**config.mk**
```make
export PLATFORM = sky130hd
export DESIGN_NAME = min_index_writeback
export DESIGN_NICKNAME = d
export VERILOG_FILES = /design/src/rtl/min_index_writeback.sv
export SDC_FILE = /design/constraint.sdc
export NUM_CORES = 1
export LEC_CHECK = 0
export ABC_AREA = 1
export CORE_UTILIZATION = 35
export CTS_CLUSTER_SIZE = 30
export DETAILED_ROUTE_END_ITERATION = 16
export PLACE_DENSITY_LB_ADDON = 0.3
export SLEW_MARGIN = 5
export SYNTH_ARGS = -nofsm -noshare
export SYNTH_HDL_FRONTEND = slang
export SYNTH_SLANG_ARGS = --single-unit
```
**constraint.sdc**
```tcl
create_clock -name clk -period 1.1 [get_ports clk]
set_input_delay 0.22 -clock clk [delete_from_list [all_inputs] [get_ports clk]]
set_output_delay 0.22 -clock clk [all_outputs]
set_load 0.02 [all_outputs]
```
**src/rtl/min_index_writeback.sv**
```systemverilog
// Arg-min writeback stage: registers the min-finder result, encodes the winner mask to an
// index, and presents it downstream over valid/ready with a per-channel write enable.
module min_index_writeback #(
   parameter int DATA_WIDTH    = 8,
   parameter int CHANNEL_COUNT = 6,
   parameter int INDEX_WIDTH   = $clog2(CHANNEL_COUNT)
) (
   input  logic                     clk,
   input  logic                     reset,
   input  logic                     in_valid,
   output logic                     in_ready,
   input  logic [DATA_WIDTH-1:0]    in_result,
   input  logic [CHANNEL_COUNT-1:0] in_onehot,
   output logic                     out_valid,
   input  logic                     out_ready,
   output logic [DATA_WIDTH-1:0]    out_value,
   output logic [INDEX_WIDTH-1:0]   out_index,
   output logic [CHANNEL_COUNT-1:0] out_channel_enable,
   output logic                     none_valid,
   output logic                     onehot_error,
   output logic [15:0]              xfer_count
);

   typedef enum logic [0:0] {EMPTY = 1'b0, FULL = 1'b1} state_t;

   localparam logic [CHANNEL_COUNT-1:0] ONE_C  = {{(CHANNEL_COUNT-1){1'b0}}, 1'b1};
   localparam logic [CHANNEL_COUNT-1:0] ZERO_C = {CHANNEL_COUNT{1'b0}};

   // Isolates the lowest set bit so a multi-hot mask still names exactly one winner.
   function automatic logic [CHANNEL_COUNT-1:0] lowest_bit(input logic [CHANNEL_COUNT-1:0] mask);
      return mask & (~mask + ONE_C);
   endfunction

   function automatic logic [INDEX_WIDTH-1:0] encode(input logic [CHANNEL_COUNT-1:0] mask);
      logic [INDEX_WIDTH-1:0] idx;
      idx = {INDEX_WIDTH{1'b0}};
      for (int i = 0; i < CHANNEL_COUNT; i++) begin
         if (mask[i]) begin
            idx = INDEX_WIDTH'(i);
         end else begin
            idx = idx;
         end
      end
      return idx;
   endfunction

   state_t                   state_q, state_d;
   logic [DATA_WIDTH-1:0]    value_q, value_d;
   logic [INDEX_WIDTH-1:0]   index_q, index_d;
   logic [CHANNEL_COUNT-1:0] enable_q, enable_d;
   logic                     none_q, none_d;
   logic                     error_q, error_d;
   logic [15:0]              count_q, count_d;

   logic                     accept_s;
   logic                     drain_s;
   logic [CHANNEL_COUNT-1:0] winner_s;
   logic                     multi_s;

   assign in_ready = (state_q == EMPTY) || out_ready;
   assign accept_s = in_valid && in_ready;
   assign drain_s  = (state_q == FULL) && out_ready;
   assign winner_s = lowest_bit(in_onehot);
   assign multi_s  = |(in_onehot & (in_onehot - ONE_C));

   // Next-state: drain first, then let an accepted nonzero mask overwrite the slot.
   always_comb begin
      state_d  = state_q;
      value_d  = value_q;
      index_d  = index_q;
      enable_d = enable_q;
      none_d   = 1'b0;
      error_d  = error_q;
      count_d  = count_q;

      if (drain_s) begin
         count_d  = count_q + 16'd1;
         state_d  = EMPTY;
         enable_d = ZERO_C;
      end else begin
         state_d = state_q;
      end

      if (accept_s) begin
         if (in_onehot == ZERO_C) begin
            none_d = 1'b1;
         end else begin
            value_d  = in_result;
            index_d  = encode(winner_s);
            enable_d = winner_s;
            state_d  = FULL;
            if (multi_s) begin
               error_d = 1'b1;
            end else begin
               error_d = error_q;
            end
         end
      end else begin
         none_d = 1'b0;
      end
   end

   // Registers for state, payload, status flags and the transfer counter.
   always_ff @(posedge clk) begin
      if (reset) begin
         state_q  <= EMPTY;
         value_q  <= {DATA_WIDTH{1'b0}};
         index_q  <= {INDEX_WIDTH{1'b0}};
         enable_q <= ZERO_C;
         none_q   <= 1'b0;
         error_q  <= 1'b0;
         count_q  <= 16'd0;
      end else begin
         state_q  <= state_d;
         value_q  <= value_d;
         index_q  <= index_d;
         enable_q <= enable_d;
         none_q   <= none_d;
         error_q  <= error_d;
         count_q  <= count_d;
      end
   end

   assign out_valid          = (state_q == FULL);
   assign out_value          = value_q;
   assign out_index          = index_q;
   assign out_channel_enable = enable_q;
   assign none_valid         = none_q;
   assign onehot_error       = error_q;
   assign xfer_count         = count_q;

endmodule
```
# ---- Yosys cells after proc, flatten, opt, wreduce, memory -nomap -nowiden
# Cells that the tools add are included.
dict set report classes {
  eq_ne 0
  mul 0
  n_addsub 3
  bitwise_logic 6
  shifts 0
  div_mod_pow 0
  reduce_logical 8
  mux 12
  n_lt_le_gt_ge 0
}
# op count
set op_table {}
lappend op_table {{two-way mux 6 bit} 3}
lappend op_table {{adder 16 x 1 -> 16 bit, second input constant} 1}
lappend op_table {{AND 6 bit} 2}
lappend op_table {{two-way mux 3 bit} 4}
lappend op_table {{adder 6 x 1 -> 6 bit, second input constant} 1}
lappend op_table {{logical NOT 6 bit} 1}
lappend op_table {{NOT 6 bit} 1}
lappend op_table {{OR reduction 6 bit} 1}
lappend op_table {{subtractor 6 x 1 -> 6 bit, second input constant} 1}
lappend op_table {{two-way mux 1 bit} 5}
lappend op_table {{NOT 1 bit} 3}
lappend op_table {{AND reduction 3 bit} 1}
lappend op_table {{logical AND 1 bit} 2}
lappend op_table {{AND reduction 2 bit} 1}
lappend op_table {{OR reduction 2 bit} 1}
lappend op_table {{logical OR 1 bit} 1}
dict set report totals {
  ramBits 0
  latchBits 0
  input_bits 18
  mem_count 0
  elab_cells 36
  rom_bits 0
  out_inout_bits 37
  ff_bits 36
}

# ---- Longest topological paths before layout
# Gate-level depths: netlist (run 1).
dict set report depth {
  word_depth 8
  mapped_depth 9
  ltp_nobuf 8
}

# ---- Least setup slack after synthesis (run 1)
# No wires, ideal clock.
dict set report synth_path {
  path_type {reg2reg}
  from {register count_q[1] (netlist: xfer_count[1])}
  to {register count_q[14] (netlist: xfer_count[14])}
  synth_period_minus_slack_ns 1.411
  arrival_ns 1.298
  required_ns 0.987
  setup_time_ns 0.113
  n_path_buf 0
  path_stages_with_launch 9
  path_slack_ns -0.311
  path_cell_list {dfxtp_1 -> ha_1 -> nand2_1 -> nor2_2 -> nand3_4 -> nor2_8 -> nand3_1 -> nand2_1 -> nor2_1}
}
dict set report synth_via {
  elab_chain_cells 1
}
# item line
set synth_lines {}
lappend synth_lines {{from (decl)} 53} ;# logic [15:0] count_q, count_d;
lappend synth_lines {{from (signal assigned)} 120} ;# count_q <= count_d;
lappend synth_lines {{adder 16 x 1 -> 16 bit} 77} ;# count_d = count_q + 16'd1;
# Every way passes these cells.
# A chain may end at the register's enable or synchronous reset.

# ---- Worst setup path after layout (run 1)
dict set report layout_path {
  from {register count_q[1] (netlist: xfer_count[1])}
  to {register count_q[10] (netlist: xfer_count[10])}
}
# Same word-level chain as after synthesis.

==> reports/summary.log, run 1 <==
INFO  status         outcome=finished, violations left
INFO  status         violations=setup timing
INFO  cells_and_area design_area=0.00272mm^2
INFO  timing         maxClockFrequency=837MHz
INFO  cells_and_area syn_to_final_growth=62.6%
INFO  critical_path  path_buf_inv=0
INFO  clocking       cts-root-buf=sky130_fd_sc_hd__clkbuf_8
INFO  power          p_clk_frac=0.338
INFO  synth          area_contributors_post_synth=sky130_fd_sc_hd__dfxtp_1 43%, sky130_fd_sc_hd__nor2_1 11%, sky130_fd_sc_hd__nand2_1 7.2%
INFO  timing         setup-violations-final=19
INFO  critical_path  critical_path.slowest_cell=sky130_fd_sc_hd__dfxtp_4
INFO  floorplan      core_area=0.00447mm^2
INFO  synth          synth.yosys.warnings=0
INFO  detailed_routing wl=4130um
INFO  critical_path  worstPathMaxFanout=5
INFO  synth          syn-num-nets=234
INFO  global_routing grt_max_degree=14
INFO  timing         tns=-852ps
INFO  synth          synth_cell_type_count=29
INFO  synth          netlist.area_leader.share=0.431
INFO  min_path       hold_path.class=in -> reg
INFO  power          leakagePower=1.31nW
INFO  timing         setup_slack=-94.4ps
INFO  global_routing groute.usage.overall=0.183
INFO  critical_path  worst-setup-path-type=reg -> reg
INFO  clocking       cts_inserted_buffers=5
INFO  synth          synth_enable_flop_cells=0
INFO  cells_and_area fin_cells=367
INFO  timing         clock-skew-final=5.00ps
INFO  placed_design  dpl-instance-area=0.00263mm^2
INFO  synth          synth_most_common_cell=sky130_fd_sc_hd__nor2_1
INFO  timing         timing.final.hold_violations=0
INFO  global_routing grt_antenna_before_repair=0
INFO  floorplan      die_height=71.1um
INFO  detailed_routing detail_route.wl_per_cell=11.3um
INFO  timing         rsz0062_at_grt=yes
INFO  critical_path  rr_startpoint=xfer_count[1]
INFO  timing         timing.slew.headroom=0.874
INFO  clocking       number_of_h_tree_levels=2
INFO  run            drv_cap=0
INFO  critical_path  crit_path_cell_trace=ha_4 > nand2_4 > nor2_4 > nand3_4 > nor2_8 > nor2_1 > o21a_1
INFO  synth          synth-async-reset-ratio=0
INFO  synth          syn-cell-area=0.00167mm^2
INFO  detailed_routing drc=0
INFO  power          sw_frac_of_total=0.269
INFO  critical_path  crit_path_max_incr_delay=370ps
INFO  power          power.share.sequential=0.479
INFO  detailed_routing initial_drt_markers=74
INFO  global_routing wire_length_of_the_first_global_routing_pass=7310um
INFO  critical_path  worst_setup_path_startpoint=xfer_count[1]
INFO  detailed_routing vias_per_cell=4.62
INFO  clocking       clk_pin_slew=70ps
INFO  synth          synth-main-ff-cell=sky130_fd_sc_hd__dfxtp_1
INFO  synth          yosys.area.top_type=sky130_fd_sc_hd__dfxtp_1
INFO  clocking       clock_tree_from_tritoncts=done
INFO  critical_path  timing.critical_path.required=1270ps
INFO  clocking       clock_latency=280ps
INFO  synth          netlist_instances=215
INFO  critical_path  cp-start-kind=flop
INFO  clocking       cts_max_path_buffers=2
INFO  timing         timing.final.max_slew_violations=0
INFO  power          power_report.internal_total=2.09mW
INFO  critical_path  path_delay_family=simple AND/OR/NAND/NOR gates
INFO  placed_design  buffer_ports.inserted=54
INFO  timing         timing.hold.ws=404ps
INFO  floorplan      design.die.area=0.00506mm^2
INFO  power          combinationalPowerShare=0.183
INFO  floorplan      std_cell_rows=24
INFO  detailed_routing antenna_violating_nets_post_route=0
INFO  synth          commonest_cells_in_the_synthesized_netlist=48 x sky130_fd_sc_hd__nor2_1, 36 x sky130_fd_sc_hd__dfxtp_1, 32 x sky130_fd_sc_hd__nand2_1
INFO  placed_design  post_detailed_placement_half_perimeter_wirelength=2850um
INFO  timing         tightest_slew=189ps
INFO  synth          postSynthRegisterBits=36
INFO  timing         layout_min_cycle_time=1190ps
INFO  cells_and_area filler_cell_count=387
INFO  power          report.power.total=2.86mW
INFO  critical_path  worst_ep_arrival_time=1370ps
INFO  floorplan      start_util=0.374
INFO  synth          ys_seq_area_frac=0.431
INFO  floorplan      die_w=71.1um
INFO  power          switching_power=0.769mW
INFO  cells_and_area finalNetCount=333
INFO  global_routing grt_residual_overflow=0
INFO  synth          avg_cell_area_syn=7.77um^2
INFO  global_routing grt_pass1_vias=1710
INFO  detailed_routing drt_pre_antenna_iters=6
INFO  floorplan      floorplan.io_pins=55
INFO  cells_and_area proportion_of_layout_cells_with_a_drive_suffix_above_1=0.498
INFO  placed_design  placed_cells_incl_taps=356
INFO  timing         post-route-period-util=1.09
INFO  placed_design  gp_congestion=0.890
INFO  power          p_per_area=1050mW/mm^2
INFO  power          max-vdd-ir-drop=0.612mV
INFO  detailed_routing vias=1697
INFO  cells_and_area antenna-diode-count=0
INFO  min_path       min-delay-start=in_onehot[4]
INFO  critical_path  worst_setup_path_end_kind=flop
INFO  clocking       number_of_sinks_driven_by_the_clock_tree=36
==> routing by layer <==
metal	vias to the layer above	global-route usage	share of wire
met5	-	0	0
met3	6	0.0456	0.050
met2	47	0.325	0.49
met4	0	0.0711	0.014
met1	758	0.211	0.45
li1	886	-	-
==> final timing paths <==
check	to	slack (ps)	cells after the start
setup / recovery	xfer_count[10]	-90	7
hold / removal	none_valid	400	5
setup reg to reg	xfer_count[10]	-90	7
hold reg to reg	onehot_error	460	2
==> sequential cells by signal (all words and copies together), names as in the netlist <==
name	count
out_value	8
none_valid	1
out_valid	1
onehot_error	1
out_channel_enable	6
out_index	3
xfer_count	16
==> power by group through the flow <==
| stage | Clock [mW] | Combinational [mW] | Sequential (mW) |
|---|---|---|---|
| after CTS | 1.01 | 0.494 | 1.37 |
| after floorplan | 0 | 0.180 | 1.46 |
| after global routing | 1.05 | 0.568 | 1.38 |
| after detailed placement | 0 | 0.496 | 1.40 |
| after global placement | 0 | 0.492 | 1.40 |
| final | 0.967 | 0.523 | 1.37 |
==> worst min-delay path: cells and delay by family <==
kind / cells / cell delay (ps)
and+or+nand+nor: 3 / 200
buffers and inverters: 2 / 220
==> area by class of cell <==
type | instances | area, um^2 | area share
Multi-Input combinational cell | 151 | 973 | 0.358
Sequential cell | 36 | 753 | 0.277
Timing Repair Buffer | 97 | 728 | 0.268
Tap cell | 52 | 65.1 | 0.0239
Clock buffer | 8 | 90.1 | 0.0331
Timing Repair inverter | 1 | 11.3 | 0.00414
Inverter | 22 | 97.6 | 0.0359
==> cell usage in the layout (no fill, tap or decap), types with 2 or more instances in the layout <==
cell type / instances
sky130_fd_sc_hd__nor2_1: 43
sky130_fd_sc_hd__buf_4: 37
sky130_fd_sc_hd__buf_2: 34
sky130_fd_sc_hd__nand2_1: 26
sky130_fd_sc_hd__dfxtp_1: 22
sky130_fd_sc_hd__inv_1: 17
sky130_fd_sc_hd__clkdlybuf4s50_1: 11
sky130_fd_sc_hd__a21oi_1: 9
sky130_fd_sc_hd__a21oi_2: 8
sky130_fd_sc_hd__o21ai_2: 8
sky130_fd_sc_hd__dfxtp_2: 8
sky130_fd_sc_hd__buf_6: 7
sky130_fd_sc_hd__nand2_4: 6
sky130_fd_sc_hd__nand3_2: 6
sky130_fd_sc_hd__nand3_1: 6
sky130_fd_sc_hd__clkbuf_8: 6
sky130_fd_sc_hd__dfxtp_4: 6
sky130_fd_sc_hd__nand2_2: 5
sky130_fd_sc_hd__nor2_4: 5
sky130_fd_sc_hd__o21ai_0: 5
sky130_fd_sc_hd__nor2_2: 4
sky130_fd_sc_hd__dlygate4sd2_1: 4
sky130_fd_sc_hd__nand3_4: 3
sky130_fd_sc_hd__o21ai_1: 3
sky130_fd_sc_hd__nor2_8: 2
sky130_fd_sc_hd__inv_2: 2
sky130_fd_sc_hd__o21a_1: 2
sky130_fd_sc_hd__inv_8: 2
sky130_fd_sc_hd__o22ai_1: 2
sky130_fd_sc_hd__clkbuf_1: 2
sky130_fd_sc_hd__dlymetal6s2s_1: 2
==> through the flow <==
stage               setup WS, ps  utilization
CTS                        -94.2        0.590
global placement            -527        0.588
global route                -170        0.608
detailed placement          -535        0.588
floorplan                   -131            -
finish                     -94.4        0.608
==> cell families after synthesis <==
logic type | share of synthesized area
and+or+nand+nor | 0.344
adders and majority gates | 0.00748
DFF | 0.431
AOI/OAI and AO/OA | 0.133
buffers and inverters | 0.0838
==> repair_timing <==
action / in CTS / in global routing
endpoints found under the hold margin: 0 / 0
pin swaps: 15 / 6
resized for setup: 176 / 33
hold buffers: 0 / 0
buffers inserted: 1 / 1
setup endpoints to repair: 70 / 41
cloned: 1 / 0
(Power assumes the default switching activity.)
==> run 2: changes to the inputs <==
- CORE_MARGIN: not set -> 1.5
==> run 2 against run 1 <==
The flow still finishes with violations (setup timing). Die area up 2.8%. Critical path depth grew 1. First-iteration DRC count decreased by 46%. Register-to-register slack about the same. Flip-flop and latch count did not move. Sequential share of layout area shrank 0.59 points. Core utilization is 1.3 points higher. Wire length rose by 3.6%. Global-route usage down 1.0 points. Final cell count up 1.4%. Sequential power barely moved. Worst setup slack worse by 8.6 ps.
==> reports/summary.log, run 2 (synthesis gave the netlist of run 1 again) <==
INFO  status         outcome=finished, violations left
INFO  status         violations=setup timing
INFO  critical_path  r2r.worst_path.cells=8 [+1]
INFO  floorplan      floorplan.io_pins=55 [unchanged]
INFO  timing         timing.slew.headroom=0.889 [+0.0150]
INFO  cells_and_area proportion_of_layout_cells_with_a_drive_suffix_above_1=0.519 [+0.0203]
INFO  detailed_routing drt_pre_antenna_iters=4 [-2]
INFO  detailed_routing vias=1700 [+0.18%]
INFO  cells_and_area finalNetCount=338 [+1.5%]
INFO  critical_path  path_delay_family=simple AND/OR/NAND/NOR gates
INFO  timing         tightest_slew=165ps [-24.2 ps]
INFO  global_routing wire_length_of_the_first_global_routing_pass=7180um [-1.8%]
INFO  clocking       clock_tree_from_tritoncts=done
INFO  cells_and_area post-route-util=0.621 [+0.0131]
INFO  detailed_routing wl=4280um [+3.6%]
INFO  critical_path  critical_path.slowest_cell=sky130_fd_sc_hd__dfxtp_4
INFO  clocking       cts_max_path_buffers=2 [unchanged]
INFO  timing         timing.final.hold_violations=0 [unchanged]
INFO  critical_path  worst-setup-path-type=reg -> reg
INFO  timing         rsz0062_at_grt=yes
INFO  cells_and_area leading_cell_type_in_the_layout_fill_and_taps_excluded=sky130_fd_sc_hd__buf_4
INFO  floorplan      die_w=72.1um [+1.4%]
INFO  clocking       clk_pin_slew=80ps [about the same]
INFO  placed_design  buffer_ports.inserted=54 [unchanged]
INFO  cells_and_area fin_cells=372 [+1.4%]
INFO  clocking       number_of_h_tree_levels=2 [unchanged]
INFO  run            drv_cap=0 [unchanged]
INFO  min_path       hold_path.class=in -> reg
INFO  power          leakagePower=1.34nW [+1.8%]
INFO  detailed_routing vias_per_cell=4.57 [-1.2%]
INFO  critical_path  worst_setup_path_end_kind=flop
INFO  timing         timing.final.max_slew_violations=0 [unchanged]
INFO  critical_path  path_buf_inv=0 [unchanged]
INFO  floorplan      die_height=72.1um [+1.4%]
INFO  global_routing grt_pass1_vias=1662 [-2.8%]
INFO  critical_path  worst_ep_arrival_time=1390ps [+20 ps]
INFO  cells_and_area layout.cells.most_common_list=45 x sky130_fd_sc_hd__buf_4, 38 x sky130_fd_sc_hd__nor2_1, 31 x sky130_fd_sc_hd__buf_2
INFO  timing         setup-violations-final=22 [+3]
INFO  cells_and_area design_area=0.00278mm^2 [+2.2%]
INFO  cells_and_area syn_to_final_growth=66.2%
INFO  detailed_routing antenna_violating_nets_post_route=0 [unchanged]
INFO  floorplan      start_util=0.374 [unchanged]
INFO  cells_and_area multi_input_comb_area=991um^2 [+1.8%]
INFO  critical_path  timing.critical_path.required=1290ps [+20 ps]
INFO  clocking       clock_latency=290ps [about the same]
INFO  timing         clock-skew-final=2.96ps [-2.03 ps]
INFO  detailed_routing drc=0 [unchanged]
INFO  cells_and_area storage_cell_area=753um^2 [unchanged]
INFO  clocking       cts-root-buf=sky130_fd_sc_hd__clkbuf_8
INFO  critical_path  crit_path_max_incr_delay=370ps [about the same]
INFO  clocking       cts_inserted_buffers=5 [unchanged]
INFO  timing         setup_slack=-103ps [-8.61 ps]
INFO  placed_design  gp_congestion=0.881 [-1.0%]
INFO  clocking       number_of_sinks_driven_by_the_clock_tree=36 [unchanged]
INFO  min_path       min_path_cells=5 [unchanged]
INFO  timing         layout_min_cycle_time=1200ps [+8.61 ps]
INFO  floorplan      std_cell_rows=24 [unchanged]
INFO  critical_path  crit_path_cell_trace=ha_4 > nand2_4 > nor2_4 > nand3_4 > nor2_8 > nand3_2 > nand2_1 > nor2_1
INFO  detailed_routing detail_route.wl_per_cell=11.5um [+2.2%]
INFO  global_routing grt.met2_usage=0.301 [-0.0233]
INFO  timing         post-route-period-util=1.09 [+0.00783]
INFO  global_routing grt_antenna_before_repair=0 [unchanged]
INFO  global_routing grt_util_met3=0.0444 [-0.00114]
INFO  cells_and_area filler_cell_count=395 [+2.1%]
INFO  global_routing grt_residual_overflow=0 [unchanged]
INFO  cells_and_area antenna-diode-count=0 [unchanged]
INFO  critical_path  cp-start-kind=flop
INFO  timing         maxClockFrequency=831MHz [-0.72%]
INFO  global_routing groute.usage.overall=0.173 [-0.0100]
INFO  cells_and_area largest_register_ff_count=16 [unchanged]
INFO  detailed_routing initial_drt_markers=40 [-46%]
INFO  global_routing grt_max_degree=15 [+1]
INFO  critical_path  worstPathMaxFanout=5 [unchanged]
INFO  power          max-vdd-ir-drop=0.671mV [+9.6%]
INFO  critical_path  crit_cells=8 [+1]
INFO  placed_design  place_ws=-534ps [+1.02 ps]
INFO  global_routing gr-max-usage-layer=met2
INFO  placed_design  post_detailed_placement_half_perimeter_wirelength=2920um [+2.3%]
INFO  power          p_per_area=1040mW/mm^2 [-1.5%]
INFO  placed_design  dpl-instance-area=0.00261mm^2 [-0.76%]
INFO  global_routing grtUsageMet1=0.209 [-0.00202]
INFO  floorplan      core_area=0.00447mm^2 [unchanged]
INFO  floorplan      design.die.area=0.00520mm^2 [+2.8%]
INFO  placed_design  placed_cells_incl_taps=355 [-0.28%]
run 2: routing by layer:
metal  share of wire  up-vias
met1            0.44      765
met5               0        -
met4           0.011        0
li1                -      893
met3           0.044        4
met2            0.51       38
run 2: worst paths after layout:
| kind | to | startpoint | slack, ps |
|---|---|---|---|
| worst max-delay path | xfer_count[14] | xfer_count[1] | -100 |
| worst min-delay path | none_valid | in_onehot[4] | 400 |
| worst max register to register | xfer_count[14] | xfer_count[1] | -100 |
| worst min register to register | onehot_error | onehot_error | 470 |
run 2: timing repair:
item,4_1_cts,5_1_grt
hold buffers,0,0
cloned,0,1
gates resized for setup,181,37
endpoints found under the setup margin,68,38
buffers inserted,7,2
pin swaps,20,8
run 2: per-stage QoR:
stage,power (mW),TNS (ps),hold WS [ps]
4_1_cts,2.86,-767,458
6_report,2.88,-1200,398
2_1_floorplan,1.64,-522,383
3_3_place_gp,1.89,-16110,440
3_5_place_dp,1.89,-16830,451
5_1_grt,3.04,-2940,419
run 2: worst register-to-register path, delay by kind of cell, from the launching register on:
kind	cells	cell delay [ps]
adder cells (fa/ha/maj)	1	140
flip-flops	1	370
AND/OR/NAND/NOR	7	590
run 2: cell type report:
cell class	instances	area share
flip-flops and latches	36	0.271
clock inverters	3	0.00811
inverters	22	0.0360
repair buffers	102	0.276
well taps	52	0.0234
clock buffers	5	0.0248
repair inverters	1	0.00405
multi-input cells	151	0.357
run 2: where the power goes:
group / switching (mW) / internal [mW] / total, mW
clock network: 0.504 / 0.450 / 0.954
logic: 0.289 / 0.260 / 0.549
registers: 0.0374 / 1.34 / 1.38
total: 0.831 / 2.05 / 2.88
